$ cat src/rtl/hja_sw_ctrl.sv
// hja_sw_ctrl: front-panel input controller (switch/button debounce, CPU run/step/halt enable, debug poke handshake)
// Ports:
//   i_clk, i_rst_n        clock, asynchronous active-low reset
//   i_sw_raw[15:0]        raw DIP switches
//   i_btn_step_raw        raw step button (pressed = 1)
//   i_btn_poke_raw        raw poke button (pressed = 1)
//   i_poke_ack            one-cycle acknowledge from the memory side
//   o_sw[15:0]            debounced switches; o_sw[15:14] selects RUN/STEP/POKE/HALT
//   o_cpu_en              CPU clock-enable
//   o_poke_req            debug write request, high until ack or timeout
//   o_poke_addr/o_poke_data  poke address/data, stable while o_poke_req is high
//   o_status[15:0]        {mode, state, timeout_flag, 3'b0, step_cnt}
module hja_sw_ctrl #(
  parameter int DEBOUNCE_CYCLES = 50000,
  parameter int ACK_TIMEOUT     = 1023
) (
  input  logic        i_clk,
  input  logic        i_rst_n,
  input  logic [15:0] i_sw_raw,
  input  logic        i_btn_step_raw,
  input  logic        i_btn_poke_raw,
  input  logic        i_poke_ack,
  output logic [15:0] o_sw,
  output logic        o_cpu_en,
  output logic        o_poke_req,
  output logic [15:0] o_poke_addr,
  output logic [15:0] o_poke_data,
  output logic [15:0] o_status
);
  localparam int DW = $clog2(DEBOUNCE_CYCLES);
  localparam int TW = $clog2(ACK_TIMEOUT + 1);
  localparam logic [DW-1:0] D_LAST = DW'(DEBOUNCE_CYCLES - 1);
  localparam logic [DW-1:0] D_ONE  = DW'(1);
  localparam logic [TW-1:0] T_LAST = TW'(ACK_TIMEOUT - 1);
  localparam logic [TW-1:0] T_ONE  = TW'(1);
  localparam logic [1:0] MODE_RUN  = 2'b00;
  localparam logic [1:0] MODE_STEP = 2'b01;
  localparam logic [1:0] MODE_POKE = 2'b10;

  typedef enum logic [1:0] {IDLE = 2'd0, HAVE_ADDR = 2'd1, REQ = 2'd2, WAIT_REL = 2'd3} state_t;

  logic [15:0]   r_sw_s1, r_sw_s2, r_sw_prev, r_sw;
  logic [DW-1:0] r_sw_cnt;
  logic [1:0]    w_btn_raw, w_btn_acc, w_btn_press;
  logic [1:0]    w_mode;
  logic          w_in_poke, w_step_go, w_poke_go;
  state_t        r_state, w_state_nxt;
  logic          w_ld_addr, w_ld_data, w_tmo;
  logic [TW-1:0] r_tcnt;
  logic [15:0]   r_addr, r_data;
  logic          r_tflag, r_step_en;
  logic [7:0]    r_step_cnt;

  // Switch vector: one shared counter; any change of the synced vector restarts the count at 1
  always_ff @(posedge i_clk or negedge i_rst_n) begin
    if (!i_rst_n) begin
      r_sw_s1   <= '0;
      r_sw_s2   <= '0;
      r_sw_prev <= '0;
      r_sw      <= '0;
      r_sw_cnt  <= '0;
    end else begin
      r_sw_s1   <= i_sw_raw;
      r_sw_s2   <= r_sw_s1;
      r_sw_prev <= r_sw_s2;
      if (r_sw_s2 == r_sw) r_sw_cnt <= '0;
      else if (r_sw_s2 != r_sw_prev) r_sw_cnt <= D_ONE;
      else if (r_sw_cnt == D_LAST) begin
        r_sw     <= r_sw_s2;
        r_sw_cnt <= '0;
      end else r_sw_cnt <= r_sw_cnt + D_ONE;
    end
  end

  assign w_btn_raw = {i_btn_poke_raw, i_btn_step_raw};

  // Buttons: bit 0 = step, bit 1 = poke; press pulse coincides with the accepted 0->1 change
  for (genvar b = 0; b < 2; b++) begin : g_btn
    logic          r_s1, r_s2, r_acc, r_press;
    logic [DW-1:0] r_cnt;
    always_ff @(posedge i_clk or negedge i_rst_n) begin
      if (!i_rst_n) begin
        r_s1    <= 1'b0;
        r_s2    <= 1'b0;
        r_acc   <= 1'b0;
        r_press <= 1'b0;
        r_cnt   <= '0;
      end else begin
        r_s1    <= w_btn_raw[b];
        r_s2    <= r_s1;
        r_press <= 1'b0;
        if (r_s2 == r_acc) r_cnt <= '0;
        else if (r_cnt == D_LAST) begin
          r_acc   <= r_s2;
          r_press <= r_s2;
          r_cnt   <= '0;
        end else r_cnt <= r_cnt + D_ONE;
      end
    end
    assign w_btn_acc[b]   = r_acc;
    assign w_btn_press[b] = r_press;
  end

  assign w_mode    = r_sw[15:14];
  assign w_in_poke = (w_mode == MODE_POKE);
  assign w_step_go = w_btn_press[0] & (w_mode == MODE_STEP);
  assign w_poke_go = w_btn_press[1] & w_in_poke;

  // A request already in flight ignores mode changes; only HAVE_ADDR is abandoned
  always_comb begin
    w_state_nxt = r_state;
    w_ld_addr   = 1'b0;
    w_ld_data   = 1'b0;
    w_tmo       = 1'b0;
    case (r_state)
      IDLE: if (w_poke_go) begin
        w_ld_addr   = 1'b1;
        w_state_nxt = HAVE_ADDR;
      end
      HAVE_ADDR: if (!w_in_poke) w_state_nxt = IDLE;
      else if (w_btn_press[1]) begin
        w_ld_data   = 1'b1;
        w_state_nxt = REQ;
      end
      REQ: if (i_poke_ack) w_state_nxt = WAIT_REL;
      else if (r_tcnt == T_LAST) begin
        w_tmo       = 1'b1;
        w_state_nxt = WAIT_REL;
      end
      WAIT_REL: if (!w_btn_acc[1]) w_state_nxt = IDLE;
    endcase
  end

  always_ff @(posedge i_clk or negedge i_rst_n) begin
    if (!i_rst_n) begin
      r_state    <= IDLE;
      r_tcnt     <= '0;
      r_addr     <= '0;
      r_data     <= '0;
      r_tflag    <= 1'b0;
      r_step_en  <= 1'b0;
      r_step_cnt <= '0;
    end else begin
      r_state   <= w_state_nxt;
      r_tcnt    <= (r_state == REQ) ? r_tcnt + T_ONE : '0;
      r_tflag   <= w_tmo | (r_tflag & ~w_ld_data);
      r_step_en <= w_step_go;
      if (w_ld_addr) r_addr <= r_sw;
      if (w_ld_data) r_data <= r_sw;
      if (w_step_go) r_step_cnt <= r_step_cnt + 8'd1;
    end
  end

  // Request is the REQ state itself, so async reset drops it at once
  assign o_poke_req  = (r_state == REQ);
  assign o_cpu_en    = (w_mode == MODE_RUN) | ((w_mode == MODE_STEP) & r_step_en);
  assign o_sw        = r_sw;
  assign o_poke_addr = r_addr;
  assign o_poke_data = r_data;
  assign o_status    = {w_mode, r_state, r_tflag, 3'b000, r_step_cnt};
endmodule

$ cat config.mk
export PLATFORM = sky130hd
export DESIGN_NAME = hja_sw_ctrl
export DESIGN_NICKNAME = d
export VERILOG_FILES = /design/src/rtl/hja_sw_ctrl.sv
export SDC_FILE = /design/constraint.sdc
export NUM_CORES = 1
export LEC_CHECK = 0
export BUFFER_PORTS_ARGS = -buffer_cell sky130_fd_sc_hd__buf_4
export CAP_MARGIN = 25
export CORE_MARGIN = 8
export CORE_UTILIZATION = 52
export CTS_CLUSTER_SIZE = 25
export DETAILED_ROUTE_END_ITERATION = 6
export PLACE_DENSITY = 0.76
export SETUP_SLACK_MARGIN = 0.5
export SYNTH_ARGS = -nofsm -noshare
export SYNTH_HDL_FRONTEND = slang
export SYNTH_SLANG_ARGS = --single-unit
$ cat constraint.sdc
create_clock -name i_clk -period 2.2 [get_ports i_clk]
set_clock_uncertainty 0.2 [all_clocks]
set_input_delay 0.33 -clock i_clk [delete_from_list [all_inputs] [get_ports i_clk]]
set_output_delay 0.33 -clock i_clk [all_outputs]
set_load 0.01 [all_outputs]
==> run_results.csv <==
group,metric,value,unit
critical_path,reg2reg_slack,-4,ps
routing,vias_per_cell,5.36,
finish,diodes,0,
critical_path,worstPathMaxFanout,7,
finish,layout.cells.non_filler,908,
worst_hold_path,hp-class,"reg -> reg",
clock_network,clk_latency,430,ps
global_route,grt-ovfl-total,0,
routing,wl,17100,um
synth,async_flop_share,1.00,
critical_path,crit_cells,7,
flow_run,cap_viol_max_count,0,
placement,placedCellCount,814,
global_route,grt_pass1_wl,24900,um
critical_path,r2r_cells,7,
synth,ys.warnings.count,0,
placement,port-buffer-count,83,
critical_path,cp_cell_sequence,"xnor2_1, nand4_1, nor4_4, buf_4, or3b_4, clkbuf_16, nor2_2",
floorplan,io_pins,87,
routing,wl_per_cell,18.9,um
critical_path,reg2reg_to,"r_sw_cnt[4]",
floorplan,fp-row-count,42,
status,status,"finished with violations",
placement,routabilityCongestion,0.815,
sta,fin_crit_sh,1.00,
routing,first_iter_violations,301,
placement,pre_cts_slack,-30.0,ps
clock_network,cts-htree-levels,4,
floorplan,coreArea,13100,um2
global_route,grt.total_usage,0.177,
critical_path,cp_slowest_cell,"or3b_4",
clock_network,root_buffer,"clkbuf_16",
critical_path,crit_required,2360,ps
finish,drive_gt1_frac,0.433,
sta,grt_setup_unrepaired,"yes",
sta,hold_viol,0,
power,p_per_area,646,nW/um2
power,max-vdd-ir-drop,0.000547,V
clock_network,clockBufferDepth,2,
status,violations,"negative setup slack",
global_route,antenna_found_initial,0,
global_route,grt_max_degree,60,
critical_path,crit_path_start,"r_sw_s2[14]",
synth,syn_area_per_cell,12.8,um2
critical_path,crit_family,"simple AND/OR/NAND/NOR gates",
sta,relSlewSlack,0.581,
synth,yosysMostFrequentCell,"dfrtp_1",
synth,synth_edf_count,0,
synth,synthTopCellsByArea,"dfrtp_1, xnor2_1, mux2_2, nor2_1, xor2_1",
critical_path,endpoint_kind,"flop",
clock_network,cts_buffers,17,
clock_network,tritoncts,"done",
clock_network,cts.clk_slew.worst_paths,60,ps
sta,fmax,454,MHz
sta,worst_pin_slew,623,ps
critical_path,startpoint_type,"flop",
worst_hold_path,hold_depth,0,
routing,antenna_left,0,
sta,post-route-min-period,2200,ps
synth,ys.flop_type,"dfrtp_1",
synth,syn_area,6960,um2
critical_path,cpPeakStageDelay,410,ps
finish,synthToLayoutAreaGrowth,42.0,%
floorplan,die_w,132,um
synth,yosysTopAreaCell,"dfrtp_1",
critical_path,reg2reg_from,"r_sw_s2[14]",
synth,yosysTopAreaCellShare,0.626,
clock_network,cts_sinks,174,
synth,ys_seq_area_frac,0.626,
critical_path,critical_path_buf_inv_count,2,
synth,ys_types,36,
sta,slew_violations,0,
critical_path,worstSetupPathType,"reg -> reg",
floorplan,dieArea,17300,um2
sta,setup_violations,1,
sta,postLayoutSetupSlackWorst,-3.84,ps
global_route,grt_pass1_vias,4923,
routing,via_count,4871,
routing,drt-pass1-iter-count,6,
floorplan,die_y,132,um
routing,drc,0,
synth,synth_cells,544,
synth,ys_seq_elements,174,
power,p_leak,4.48,nW
placement,dp_hpwl,9700,um
critical_path,crit_path_end,"r_sw_cnt[4]",
synth,ys_top_cells_by_count,"dfrtp_1, xnor2_1, nor2_1, mux2_2, nand2_1",
floorplan,initial_core_util,0.530,
finish,nets,746,
critical_path,arrival,2370,ps
[cell usage in the layout (no fill, tap or decap), types with 18 or more instances in the layout]
cell type      netlist  layout
nand3_1             26      21
nand2_1             27      22
buf_6                1      31
clkbuf_16            0      18
mux2_4              10      45
nor2_1              64      37
dlygate4sd3_1        0      20
buf_4                6     108
xor2_1              23      23
dfrtp_1            174     169
xnor2_1             65      54
nor2_4               0      19
[metal layers]
metal  track usage  routed length [um]  vias up  part of all wire
met3        0.0438                 721       30             0.042
met2         0.291                8790      136              0.51
met5             0                   0        -                 0
met4        0.0728                 347        0             0.020
met1         0.221                7270     2523              0.42
li1              -                   -     2182                 -
[worst register-to-register path, delay by kind of cell (launching register included)]
family	cells	cell delay, ps
AND/OR/NAND/NOR	4	1020
XOR/XNOR	1	160
flip-flops	1	400
buffers and inverters	2	350
[logic make-up after synthesis]
group           synth area share
simple gates               0.139
compound gates            0.0102
other cells             0.000539
mux                       0.0814
buf+inv                   0.0221
xor+xnor                   0.111
fa+ha+maj                 0.0108
flops                      0.626
[what timing repair did]
item,CTS,global route
endpoints found under the hold margin,73,0
resized for setup,39,131
hold buffers,20,0
pin swaps,15,41
endpoints found under the setup margin,99,98
setup buffers,15,20
cloned,5,2
[final cells by class]
| type | instances | area [um2] |
|---|---|---|
| flip-flops and latches | 174 | 4360 |
| fillers | 801 | 3250 |
| multi-input cells | 349 | 3160 |
| repair buffers | 168 | 1550 |
| clock buffers | 23 | 498 |
| well taps | 176 | 220 |
| clock inverters | 9 | 60.1 |
| inverters | 9 | 33.8 |
[worst min path at each step]
stage,start,to,slack (ps)
floorplan,i_rst_n,asynchronous set/reset pin,-170
CTS,g_btn[0].r_s1,g_btn[0].r_s2,150
global route,r_sw_s1[3],r_sw_s2[3],150
detailed placement,r_sw_s1[3],r_sw_s2[3],140
finish,r_sw_s1[3],r_sw_s2[3],150
global placement,r_sw_s1[1],r_sw_s2[1],130
[flip-flops by register name (all words and copies together) (netlist names), named ones only]
register,flops
g_btn.r_cnt,32
o_poke_addr,16
o_poke_data,16
o_sw,16
r_sw_cnt,16
r_sw_prev,16
r_sw_s1,16
r_sw_s2,16
r_tcnt,10
r_step_cnt,8
g_btn.r_acc,2
g_btn.r_press,2
g_btn.r_s1,2
g_btn.r_s2,2
r_state,1
r_step_en,1
r_tflag,1
[where the power goes]
| part | switching, mW | internal [mW] |
|---|---|---|
| sequential | 0.0396 | 3.26 |
| combinational | 0.149 | 0.139 |
| clock | 1.21 | 1.59 |
[per-stage QoR]
step                hold slack, ps  setup TNS (ps)  power [mW]   util  instance area, um2
detailed placement             136            -118        3.56  0.612                8040
CTS                            148               0        6.38  0.694                9120
floorplan                     -166           -48.4        3.42      -                7080
global route                   154           -3970        6.60  0.752                9890
finish                         148           -3.84        6.38  0.752                9890
global placement               133               0        3.55  0.612                8040
No activity file was read; power rests on OpenSTA's default activity.
